===== src/rtl/sc_velocity_ctrl_pkg.sv =====
// Shared definitions for the velocity controller.
//   vel_state_e  : controller state encoding (STOP, FLUSH, RUN, CRASH)
//   LEVEL_*      : speed level constants (0 = stopped, 1..3 = running)
//   count_mask() : maps a speed level to its active-low counter enable pattern
package sc_velocity_ctrl_pkg;

    typedef enum logic [1:0] {
        STOP  = 2'd0,
        FLUSH = 2'd1,
        RUN   = 2'd2,
        CRASH = 2'd3
    } vel_state_e;

    localparam logic [1:0] LEVEL_STOP = 2'd0;
    localparam logic [1:0] LEVEL_MIN  = 2'd1;
    localparam logic [1:0] LEVEL_MAX  = 2'd3;

    // All three velocity counters held cleared.
    localparam logic [2:0] COUNT_ALL_HELD = 3'b111;

    // Only the counter belonging to the current level is released (driven 0).
    function automatic logic [2:0] count_mask(input logic [1:0] level);
        logic [2:0] mask;
        case (level)
            2'd1:    mask = 3'b110;
            2'd2:    mask = 3'b101;
            2'd3:    mask = 3'b011;
            default: mask = COUNT_ALL_HELD;
        endcase
        return mask;
    endfunction

endpackage


===== src/rtl/sc_edge_detect_low.sv =====
// Registered falling-edge detector for an active-low, already debounced button.
//   clk        : clock
//   rst        : asynchronous active-high reset
//   btn_in_low : button level, 0 = pressed
//   fall_out   : one-cycle registered pulse after the sample goes 1 -> 0
// The sample register resets to 1 (released). The first edge after reset only
// loads the sample, so a button held through reset never produces an event.
module sc_edge_detect_low (
    input  logic clk,
    input  logic rst,
    input  logic btn_in_low,
    output logic fall_out
);

    logic samp_q;
    logic samp_d;
    logic armed_q;
    logic armed_d;
    logic fall_q;
    logic fall_d;

    always_comb begin
        samp_d  = btn_in_low;
        armed_d = 1'b1;
        fall_d  = armed_q & samp_q & ~btn_in_low;
    end

    always_ff @(posedge clk or posedge rst) begin
        if (rst) begin
            samp_q  <= 1'b1;
            armed_q <= 1'b0;
            fall_q  <= 1'b0;
        end else begin
            samp_q  <= samp_d;
            armed_q <= armed_d;
            fall_q  <= fall_d;
        end
    end

    assign fall_out = fall_q;

endmodule


===== src/rtl/sc_velocity_ctrl.sv =====
// Velocity controller: selects one of three velocity counters from the speed
// level set by the up/down buttons, turns that counter's end-of-count tick into
// a movement step pulse, and freezes everything for a holdoff after a crash.
//   SC_VELCTRL_CLOCK_50        : clock
//   SC_VELCTRL_RESET_InHigh    : asynchronous active-high reset
//   SC_VELCTRL_eoc_InLow[2:0]  : end-of-count ticks, bit0 = level 1, active-low
//   SC_VELCTRL_speedUp_InLow   : accelerate button, active-low level
//   SC_VELCTRL_speedDown_InLow : decelerate button, active-low level
//   SC_VELCTRL_crash_InLow     : collision indication, active-low level
//   SC_VELCTRL_count_OutLow    : per-counter enable, 0 = count, 1 = held cleared
//   SC_VELCTRL_step_OutHigh    : one-cycle step pulse
//   SC_VELCTRL_level_Out       : speed level, 0 = stopped
// HOLDOFF_CYCLES must be at least 2 and below 2**HOLDOFF_WIDTH.
module sc_velocity_ctrl
    import sc_velocity_ctrl_pkg::*;
#(
    parameter int HOLDOFF_CYCLES = 16,
    parameter int HOLDOFF_WIDTH  = 5
) (
    input  logic       SC_VELCTRL_CLOCK_50,
    input  logic       SC_VELCTRL_RESET_InHigh,
    input  logic [2:0] SC_VELCTRL_eoc_InLow,
    input  logic       SC_VELCTRL_speedUp_InLow,
    input  logic       SC_VELCTRL_speedDown_InLow,
    input  logic       SC_VELCTRL_crash_InLow,
    output logic [2:0] SC_VELCTRL_count_OutLow,
    output logic       SC_VELCTRL_step_OutHigh,
    output logic [1:0] SC_VELCTRL_level_Out
);

    localparam logic [HOLDOFF_WIDTH-1:0] HOLD_LAST = HOLDOFF_WIDTH'(HOLDOFF_CYCLES - 1);
    localparam logic [HOLDOFF_WIDTH-1:0] HOLD_ONE  = HOLDOFF_WIDTH'(1);

    logic clk;
    logic rst;

    assign clk = SC_VELCTRL_CLOCK_50;
    assign rst = SC_VELCTRL_RESET_InHigh;

    logic up_fall;
    logic down_fall;
    logic up_evt;
    logic down_evt;
    logic eoc_hit;

    vel_state_e             state_q;
    vel_state_e             state_d;
    logic [1:0]             level_q;
    logic [1:0]             level_d;
    logic [2:0]             count_q;
    logic [2:0]             count_d;
    logic                   step_q;
    logic                   step_d;
    logic [HOLDOFF_WIDTH-1:0] hold_q;
    logic [HOLDOFF_WIDTH-1:0] hold_d;

    sc_edge_detect_low u_up_edge (
        .clk        (clk),
        .rst        (rst),
        .btn_in_low (SC_VELCTRL_speedUp_InLow),
        .fall_out   (up_fall)
    );

    sc_edge_detect_low u_down_edge (
        .clk        (clk),
        .rst        (rst),
        .btn_in_low (SC_VELCTRL_speedDown_InLow),
        .fall_out   (down_fall)
    );

    // Simultaneous up and down cancel each other.
    assign up_evt   = up_fall & ~down_fall;
    assign down_evt = down_fall & ~up_fall;

    // A tick counts only on the counter currently released for this level.
    assign eoc_hit = |(~SC_VELCTRL_eoc_InLow & ~count_mask(level_q));

    always_comb begin
        state_d = state_q;
        level_d = level_q;
        hold_d  = hold_q;
        step_d  = 1'b0;

        if (!SC_VELCTRL_crash_InLow) begin
            // Crash overrides buttons and ticks; holdoff restarts while held.
            state_d = CRASH;
            level_d = LEVEL_STOP;
            hold_d  = '0;
        end else begin
            case (state_q)
                STOP: begin
                    if (up_evt) begin
                        level_d = LEVEL_MIN;
                        state_d = FLUSH;
                    end
                end
                FLUSH: begin
                    // Button events landing in the flush cycle are dropped.
                    state_d = RUN;
                end
                RUN: begin
                    step_d = eoc_hit;
                    if (up_evt && (level_q != LEVEL_MAX)) begin
                        level_d = level_q + 2'd1;
                        state_d = FLUSH;
                    end else if (down_evt) begin
                        level_d = level_q - 2'd1;
                        state_d = (level_q == LEVEL_MIN) ? STOP : FLUSH;
                    end
                end
                CRASH: begin
                    // Counter saturates at HOLD_LAST; leaving CRASH clears it.
                    if (hold_q == HOLD_LAST) begin
                        state_d = STOP;
                        hold_d  = '0;
                    end else begin
                        hold_d = hold_q + HOLD_ONE;
                    end
                end
                default: begin
                    state_d = STOP;
                    level_d = LEVEL_STOP;
                end
            endcase
        end

        // Outputs are registered from the next state so they line up with it.
        count_d = (state_d == RUN) ? count_mask(level_d) : COUNT_ALL_HELD;
    end

    always_ff @(posedge clk or posedge rst) begin
        if (rst) begin
            state_q <= STOP;
            level_q <= LEVEL_STOP;
            count_q <= COUNT_ALL_HELD;
            step_q  <= 1'b0;
            hold_q  <= '0;
        end else begin
            state_q <= state_d;
            level_q <= level_d;
            count_q <= count_d;
            step_q  <= step_d;
            hold_q  <= hold_d;
        end
    end

    assign SC_VELCTRL_count_OutLow = count_q;
    assign SC_VELCTRL_step_OutHigh = step_q;
    assign SC_VELCTRL_level_Out    = level_q;

endmodule


===== config.mk =====
export PLATFORM = sky130hd
export DESIGN_NAME = sc_velocity_ctrl
export DESIGN_NICKNAME = d
export VERILOG_FILES = /design/src/rtl/sc_velocity_ctrl_pkg.sv /design/src/rtl/sc_edge_detect_low.sv /design/src/rtl/sc_velocity_ctrl.sv
export SDC_FILE = /design/constraint.sdc
export NUM_CORES = 1
export LEC_CHECK = 0
export ABC_AREA = 1
export CAP_MARGIN = 10
export CORE_MARGIN = 4
export CORE_UTILIZATION = 60
export DETAILED_ROUTE_END_ITERATION = 8
export DONT_BUFFER_PORTS = 1
export GPL_TIMING_DRIVEN = 0
export PLACE_DENSITY = 0.73
export SLEW_MARGIN = 25
export SYNTH_ARGS = -nofsm -noshare
export SYNTH_HDL_FRONTEND = slang
export SYNTH_SLANG_ARGS = --single-unit

===== constraint.sdc =====
create_clock -name SC_VELCTRL_CLOCK_50 -period 1.9 [get_ports SC_VELCTRL_CLOCK_50]
set_input_delay 0.095 -clock SC_VELCTRL_CLOCK_50 [delete_from_list [all_inputs] [get_ports SC_VELCTRL_CLOCK_50]]
set_output_delay 0.095 -clock SC_VELCTRL_CLOCK_50 [all_outputs]
set_load 0.05 [all_outputs]

# == Word level (Yosys, flattened, before mapping) ==
# Cells that the tools add are included.
# totals
output_inout_bits,6
reg_bits,18
word_cells,62
# op_classes
bitwise_logic,13
eq_ne,13
n_addsub,3
n_reduce_logical,3
muxes,20
# op_table
op,count
$mux 2,9
$pmux 3 s3,2
$mux 5,3
$eq 2x2->1 const B,7
$pmux 2 s4,1
$and 1x1->1,6
$eq 2x1->1 const B,3
$not 3->3,2
$add 5x1->5 const B,1
$eq 5x4->1 const B,1
$not 1->1,4
$pmux 2 s2,1
$and 3x3->3,1
$mux 1,3
$mux 3,1
$reduce_or 3->1,1
$add 2x1->2 const B,1
$logic_not 2->1,1
$ne 2x1->1 const B,1
$ne 2x2->1 const B,1
$sub 2x1->2 const B,1
$logic_and 1x1->1,1

# == Logic depth before layout (Yosys ltp) ==
# Gate-level depths: netlist of run 1.
# depth
depth_word,9
depth_mapped,9
ltp_nobuf,9

# == By module ==
# Synthesis of run 1 repeated with hierarchy kept, for this count alone.
# unflattened
hier_cells,113
hier_area_um2,952.2
# modules_own_cells
mod,n_inst,area_per_inst_um2,cells_per_inst
sc_velocity_ctrl,1,764.5,99
sc_edge_detect_low,2,93.8,7

# == Worst setup path after synthesis of run 1 ==
# No wires, ideal clock.
# synth_path
path_kind,register to register
from,register level_q[0] (netlist: SC_VELCTRL_level_Out[0])
to,register count_q[2] (netlist: SC_VELCTRL_count_OutLow[2])
n_path_buf,0
synth_period_minus_slack_ns,1.683
path_stages_with_launch,10
setup_ns,0.086
arrival_ns,1.597
path_slack_ns,0.217
path_cell_list,dfrtp_1 -> inv_1 -> ha_1 -> inv_1 -> nand3_1 -> nand2_1 -> nor2_1 -> nor2_1 -> nor2_2 -> nand3_1
# synth_between
elab_chain_cells,8
word_cells_on_any_way,21
cone_classes,add/sub: 2; eq/ne: 6; mux: 12; reduce/logical: 1
# synth_lines
element,line,text
"start, declared",sc_velocity_ctrl.sv:48,logic [1:0] level_q;
"start signal, assigned",sc_velocity_ctrl.sv:140,level_q <= level_d;
$sub 2x1->2 or $ne 2x2->1 (tied branches),"sc_velocity_ctrl.sv:107, sc_velocity_ctrl.sv:103",
$mux 2 or $logic_and 1x1->1 (tied branches),"sc_velocity_ctrl.sv:106, sc_velocity_ctrl.sv:103",
$mux 2 (*),sc_velocity_ctrl.sv:103,if (up_evt && (level_q != LEVEL_MAX)) begin
$pmux 2 s2 (*),sc_velocity_ctrl.sv:90,case (state_q)
$mux 2 (*),sc_velocity_ctrl.sv:84,if (!SC_VELCTRL_crash_InLow) begin
named net level_d[1],sc_velocity_ctrl.sv:49,logic [1:0] level_d;
$eq 2x2->1 or $eq 2x1->1 (tied branches),sc_velocity_ctrl_pkg.sv:24,case (level)
$pmux 3 s3 (*),sc_velocity_ctrl_pkg.sv:24,
$mux 3 (*),sc_velocity_ctrl.sv:128,count_d = (state_d == RUN) ? count_mask(level_d) : COUNT_ALL_HELD;
named net count_d[2],sc_velocity_ctrl.sv:51,logic [2:0] count_d;
"end signal, assigned",sc_velocity_ctrl.sv:141,count_q <= count_d;
"end, declared",sc_velocity_ctrl.sv:50,logic [2:0] count_q;
# The timed path passes the listed nets; every way through them passes the cells marked *.
# A chain may end at the register's enable or synchronous reset.

# == Final worst setup path of run 1 ==
# layout_path
from,register level_q[1] (netlist: SC_VELCTRL_level_Out[1])
to,register count_q[1] (netlist: SC_VELCTRL_count_OutLow[1])
# layout_between
elab_chain_cells,8
word_cells_on_any_way,21
cone_classes,add/sub: 2; eq/ne: 6; mux: 12; reduce/logical: 1
# layout_lines
element,line
$sub 2x1->2 or $ne 2x2->1 (tied branches),"sc_velocity_ctrl.sv:107, sc_velocity_ctrl.sv:103"
$mux 2 or $logic_and 1x1->1 (tied branches),"sc_velocity_ctrl.sv:106, sc_velocity_ctrl.sv:103"
$mux 2,sc_velocity_ctrl.sv:103
$pmux 2 s2 (*),sc_velocity_ctrl.sv:90
$mux 2 (*),sc_velocity_ctrl.sv:84
named net level_d[1],sc_velocity_ctrl.sv:49
$eq 2x2->1 or $eq 2x1->1 (tied branches),sc_velocity_ctrl_pkg.sv:24
$pmux 3 s3 (*),sc_velocity_ctrl_pkg.sv:24
$mux 3 (*),sc_velocity_ctrl.sv:128
named net count_d[1],sc_velocity_ctrl.sv:51
# Marks and branches as above.

==> flow_metrics.py, run 1 <==
metrics = {
    "finish": {
        "design.final.nets": 127,
        "fillCellCount": 125,
        "relative_area_change_from_synthesis_to_final_layout_pct": 10.41,
        "drive_gt1_share_pct": 18.58,
        "finalInstanceArea_um2": 1035,
        "fin_util_pct": 69.50,
        "mostFrequentLayoutCell": "sky130_fd_sc_hd__nand2_1",
        "antenna_cells_inserted": 0,
        "stdcell_count": 129,
        "final_cell_mix": "19 x sky130_fd_sc_hd__nand2_1, 18 x sky130_fd_sc_hd__inv_1, 13 x sky130_fd_sc_hd__nand3_1",
    },
    "placed_design": {
        "dpl-instance-area_um2": 957.2,
        "numPlacedInstances": 121,
        "gp_routability_congestion": 0.8213,
        "port-buffer-count": 0,
        "hpwl_mm": 1.109,
    },
    "clock_tree": {
        "max-clock-path-buffers": 2,
        "clock_latency_ns": 0.29,
        "cts-htree-levels": 1,
        "cts_sinks": 18,
        "post-cts-setup-buffers": 0,
        "worst_setup_hold_path_clk_slew_ns": 0.10,
        "cts_tree": "done",
        "clock_buffer_count_from_cts": 3,
        "clock-root-buffer": "sky130_fd_sc_hd__clkbuf_4",
    },
    "synthesis": {
        "netlist-cell-type-count": 24,
        "postSynthRegisterBits": 18,
        "post_synth_inst_count": 105,
        "synth.avg_cell_area_um2": 8.925,
        "netlist_area_um2": 937.1,
        "ys_warn_count": 0,
        "seq_area_frac_synth_pct": 48.73,
        "syn-num-nets": 118,
    },
    "die": {
        "floorplan.initialDensity_pct": 62.94,
        "coreArea_um2": 1489,
        "dieArea_um2": 2258,
        "num_rows": 14,
        "ioPinCount": 14,
        "die_w_um": 47.52,
        "die_h_um": 47.52,
    },
    "flow_run": {
        "max-cap-violations": 0,
    },
    "drt": {
        "top_signal_layer_used": "met4",
        "drt.antenna.violating_nets": 0,
        "firstDrtPassIters": 4,
        "detail_route.vias_per_cell": 5.163,
        "dr_total_vias": 666,
        "route.detailed.wl_per_inst_um": 11.48,
        "drc": 0,
        "met3_length_um": 85,
        "met2WireLength_um": 664,
        "drt_first_iter_violations": 10,
        "wirelength_met1_um": 711,
        "route.final.wire_length_mm": 1.481,
    },
    "timing": {
        "maxSlewViolCount": 0,
        "tightestPinTransition_ns": 0.6219,
        "final.min_clock_period_ns": 1.742,
        "setup-tns-final_ns": 0,
        "max_clock_freq_mhz": 574.1,
        "slew-limit-headroom_pct": 58.49,
        "final-hold-violation-count": 0,
        "grt_setup_unrepaired": "false",
        "finalCritPeriodShare_pct": 91.68,
        "setup-violations-final": 0,
        "fin_worst_skew_ns": 0.01027,
    },
    "setup_path": {
        "worst-endpoint-arrival_ns": 1.95,
        "cpPeakStageDelay_ns": 0.74,
        "worst_path_max_delay_cell": "sky130_fd_sc_hd__dfrtp_1",
        "worstSetupEndpointType": "flip-flop",
        "critical_path_peak_fanout": 6,
        "worstSetupPathType": "reg -> reg",
        "timing.critical_path.required_ns": 2.11,
        "critical_path_buf_inv_count": 2,
        "crit_path_start_kind": "flip-flop",
        "top_delay_family_on_crit_path": "flip-flops",
        "timing.critical_path.cells": "ha_1, inv_1, nand3_2, inv_1, nor2_1, nor2_1, nor2_2, nand3_1",
    },
    "power_and_ir_drop": {
        "ir_drop_mv": 0.4229,
        "leakage_nw": 0.5195,
        "power_consumption_uw": 691.6,
        "power-per-cell-area_nw_per_um2": 668.4,
    },
    "global_route": {
        "grt_start_max_net_pins": 19,
        "grt_overflow": 0,
        "via_count_of_the_first_global_routing_pass": 593,
        "grt_pass1_wl_mm": 2.463,
        "gr-usage-all-layers_pct": 16.14,
        "antenna_found_initial": 0,
    },
    "run_status": {
        "status": "complete, no violations",
    },
    "hold_path": {
        "hold_class": "in -> reg",
    },
}
[power by group]
part,internal (mW),switching (mW)
clock,0.117,0.115
sequential,0.396,0.0108
combinational,0.0209,0.0324
total,0.534,0.158
[synthesized netlist by cell type (all sizes together)]
cell type	instances	area (um^2)
nand2	20	77.58
inv	19	71.31
nand3	15	85.08
dfrtp	13	325.3
nor2	10	52.55
a21oi	5	32.53
dfstp	5	131.4
ha	5	62.56
o21ai	4	20.01
o31ai	2	15.01
a21o	1	7.510
and2	1	6.260
conb	1	3.750
o211a	1	10.01
o21bai	1	18.77
o221ai	1	8.760
xor2	1	8.760
[worst min-delay path, delay by kind of cell]
family / cells / cell delay, ns
compound gates: 1 / 0.10
buf+inv: 1 / 0.04
simple gates: 1 / 0.10
[worst paths after layout]
kind                                    startpoint  cells after the start  slack [ns]                          to
max reg2reg                SC_VELCTRL_level_Out[1]                      8        0.16  SC_VELCTRL_count_OutLow[1]
min                        SC_VELCTRL_eoc_InLow[2]                      3        0.08     SC_VELCTRL_step_OutHigh
min in group asynchronous  SC_VELCTRL_RESET_InHigh                      2        0.30        u_down_edge.fall_out
max in group asynchronous  SC_VELCTRL_RESET_InHigh                      2        1.15     SC_VELCTRL_level_Out[0]
max                        SC_VELCTRL_level_Out[1]                      8        0.16  SC_VELCTRL_count_OutLow[1]
min reg2reg                     u_down_edge.samp_q                      2        0.47        u_down_edge.fall_out
[what timing repair did]
action	4_1_cts	5_1_grt
hold buffers	4	0
gates resized for setup	1	0
setup endpoints to repair	1	0
hold endpoints to repair	25	0
[kinds of logic (layout without fill, tap and decap cells)]
family / Yosys count / count (layout) / share of synthesized area [%]
AOI/OAI and AO/OA: 15 / 15 / 12.02
adders and majority gates: 5 / 5 / 6.676
xor gates and xnor gates: 1 / 1 / 0.9348
and+or+nand+nor: 46 / 46 / 23.63
buffers and inverters: 19 / 27 / 7.609
DFF: 18 / 18 / 48.73
other: 1 / 1 / 0.4001
[metal layers]
layer	global-route usage, %	up-vias
met1	18.93	295
met3	5.263	2
met2	26.20	18
li1	-	351
met5	0	-
met4	8.287	0
[state kept, by name, summed over array words and instances, names as in the netlist]
signal / flops
state_q: 2
u_down_edge.fall_out: 1
u_up_edge.fall_out: 1
SC_VELCTRL_level_Out: 2
u_up_edge.samp_q: 1
SC_VELCTRL_count_OutLow: 3
u_down_edge.samp_q: 1
SC_VELCTRL_step_OutHigh: 1
u_down_edge.armed_q: 1
hold_q: 5
[area by class of cell]
type                    instances  area (um^2)  share of cell area (%)
flip-flops and latches         18        457.9                   44.26
multi-input cells              68        409.1                   39.54
inverters                      19        71.32                   6.892
repair buffers                  4        40.04                   3.869
clock buffers                   4        36.28                   3.507
well taps                      16        20.02                   1.935
[through the flow]
stage,hold slack (ns),setup WS [ns]
2_1_floorplan,0.02992,0.2169
3_3_place_gp,0.09031,0.02741
3_5_place_dp,0.09639,0.01031
4_1_cts,0.04810,0.1829
5_1_grt,0.09299,0.03981
6_report,0.07579,0.1581
Note: power is estimated with default switching activity, not from simulation.
==> run 2, diff against run 1 <==
CORE_UTILIZATION = 40   (was 60)
PLACE_DENSITY = 0.51   (was 0.73)
==> run 2 against run 1 <==
  * Routed wire length grew 11%
  * Combinational power grew 2%
  * Flip-flop and latch count is the same
  * Design area grew 1.5%
  * Register-to-register slack gained 0.02 ns
  * Fmax grew 1.3%
  * Count of clock-buffer cells in the layout is the same
  * Die area grew 41%
  * First-iteration DRC count grew 90%
  * Cell count grew 9.3%
  * Setup slack gained 0.022 ns
  * Critical path type unchanged
  * Largest power group unchanged
  * Highest routed layer unchanged
==> flow_metrics.py, run 2 (same netlist as run 1, synthesis figures left out) <==
metrics = {
    "run_status": {
        "status": "complete, no violations",
    },
    "global_route": {
        "grt_overflow": 0,
        "grt_start_max_net_pins": 19,
        "antenna_found_initial": 0,
        "grt_pass1_wl_mm": 2.794,
        "via_count_of_the_first_global_routing_pass": 677,
        "gr-usage-all-layers_pct": 11.18,
    },
    "timing": {
        "slew-limit-headroom_pct": 56.25,
        "setup-violations-final": 0,
        "max_clock_freq_mhz": 581.3,
        "setup-tns-final_ns": 0,
        "final.min_clock_period_ns": 1.720,
        "fin_worst_skew_ns": 0.006706,
        "grt_setup_unrepaired": "false",
        "hold_slack_ns": 0.02540,
        "maxSlewViolCount": 0,
        "finalCritPeriodShare_pct": 90.53,
        "tightestPinTransition_ns": 0.6555,
        "final-hold-violation-count": 0,
    },
    "die": {
        "ioPinCount": 14,
        "coreArea_um2": 2212,
        "die_w_um": 56.41,
        "floorplan.initialDensity_pct": 42.36,
        "num_rows": 17,
        "dieArea_um2": 3182,
        "die_h_um": 56.41,
    },
    "placed_design": {
        "port-buffer-count": 0,
        "hpwl_mm": 1.222,
        "gp_routability_congestion": 0.8680,
    },
    "finish": {
        "mostFrequentLayoutCell": "sky130_fd_sc_hd__nand2_1",
        "antenna_cells_inserted": 0,
        "registers.top_by_ff_count": "hold_q",
        "drive_gt1_share_pct": 18.58,
        "largest_register_ff_count": 5,
        "relative_area_change_from_synthesis_to_final_layout_pct": 12.02,
        "final_cell_mix": "19 x sky130_fd_sc_hd__nand2_1, 18 x sky130_fd_sc_hd__inv_1, 13 x sky130_fd_sc_hd__nand3_1",
        "design.final.nets": 127,
    },
    "drt": {
        "dr_total_vias": 686,
        "route.detailed.wl_per_inst_um": 11.62,
        "firstDrtPassIters": 4,
        "drt_first_iter_violations": 19,
        "drt.antenna.violating_nets": 0,
        "route.final.wire_length_mm": 1.638,
        "drc": 0,
        "detail_route.vias_per_cell": 4.865,
    },
    "setup_path": {
        "critical_path_peak_fanout": 6,
        "timing.critical_path.required_ns": 2.13,
        "top_delay_family_on_crit_path": "flip-flops",
        "worstSetupEndpointType": "flip-flop",
        "crit_path_start_kind": "flip-flop",
        "critical_path_buf_inv_count": 1,
        "worst-endpoint-arrival_ns": 1.95,
        "timing.critical_path.cells": "ha_1, inv_1, nand3_1, nand2_1, nor2_1, nor2_1, nor2_2, nand3_1",
        "cpPeakStageDelay_ns": 0.63,
        "worstSetupPathType": "reg -> reg",
        "worst_path_max_delay_cell": "sky130_fd_sc_hd__dfrtp_1",
    },
    "flow_run": {
        "max-cap-violations": 0,
    },
    "power_and_ir_drop": {
        "p_switching_uw": 165.1,
        "p_comb_share_pct": 7.8,
        "power-per-cell-area_nw_per_um2": 665.8,
        "internal-power_uw": 533.9,
        "leakage_nw": 0.5195,
        "sequentialPowerShare_pct": 58.3,
        "clock_power_share_pct": 33.9,
        "ir_drop_mv": 0.3536,
        "power_switching_share_pct": 23.62,
    },
    "clock_tree": {
        "max-clock-path-buffers": 2,
        "cts_tree": "done",
        "clock_buffer_count_from_cts": 3,
        "post-cts-setup-buffers": 0,
        "worst_setup_hold_path_clk_slew_ns": 0.11,
        "clock-root-buffer": "sky130_fd_sc_hd__clkbuf_4",
        "cts_sinks": 18,
        "clock_latency_ns": 0.30,
        "cts-htree-levels": 1,
    },
    "hold_path": {
        "hold_class": "in -> reg",
    },
}
[run 2: final cells by class]
class / instances / area, um^2
fillers: 223 / 1162
well taps: 28 / 35.03
repair buffers: 4 / 40.04
flip-flops and latches: 18 / 457.9
clock buffers: 4 / 36.28
multi-input cells: 68 / 409.1
inverters: 19 / 71.32
[run 2: power by group through the flow]
stage	Sequential, mW	Combinational (mW)	Clock, mW
6_report	0.407	0.0545	0.237
5_1_grt	0.409	0.0629	0.259
4_1_cts	0.407	0.0555	0.242
3_5_place_dp	0.414	0.0458	0
3_3_place_gp	0.414	0.0448	0
2_1_floorplan	0.412	0.0377	0
[run 2: repair_timing]
action / in CTS / in global routing
hold buffers: 4 / 0
endpoints found under the hold margin: 25 / 0
endpoints found under the setup margin: 2 / 0
resized for setup: 1 / 0
[run 2: worst min-delay path, delay by kind of cell]
family	cells	cell delay (ns)
AOI/OAI and AO/OA	1	0.10
buffers and inverters	1	0.03
and+or+nand+nor	1	0.07
[run 2: final timing paths]
path | slack (ns) | startpoint | depth (start not counted) | endpoint
setup reg to reg | 0.18 | SC_VELCTRL_level_Out[1] | 8 | SC_VELCTRL_count_OutLow[1]
hold / removal | 0.03 | SC_VELCTRL_eoc_InLow[2] | 3 | SC_VELCTRL_step_OutHigh
hold reg to reg | 0.47 | u_down_edge.samp_q | 2 | u_down_edge.fall_out
min in group asynchronous | 0.32 | SC_VELCTRL_RESET_InHigh | 2 | hold_q[3]
max in group asynchronous | 1.13 | SC_VELCTRL_RESET_InHigh | 2 | SC_VELCTRL_level_Out[0]
setup / recovery | 0.18 | SC_VELCTRL_level_Out[1] | 8 | SC_VELCTRL_count_OutLow[1]
[run 2: metrics by stage]
stage / instance area [um^2] / power [mW] / util [%] / worst slack, ns / std cells
finish: 1050 / 0.6989 / 47.45 / 0.1799 / 141
detailed placement: 972.2 / 0.4602 / 43.95 / 0.02867 / 133
global placement: 972.2 / 0.4589 / 43.95 / 0.02381 / 133
CTS: 1050 / 0.7045 / 47.45 / 0.1527 / 141
floorplan: 937.1 / 0.4500 / - / 0.2169 / 105
global route: 1050 / 0.7306 / 47.45 / 0.02473 / 141
[run 2: per-layer routing]
metal / routed length (um) / GRT usage [%] / part of all wire (%) / up-vias
met5: 0 / 0 / 0 / -
met3: 96 / 4.368 / 5.9 / 5
li1: - / - / - / 350
met2: 690 / 17.20 / 42 / 15
met4: 27 / 4.068 / 1.6 / 0
met1: 823 / 14.16 / 50 / 316
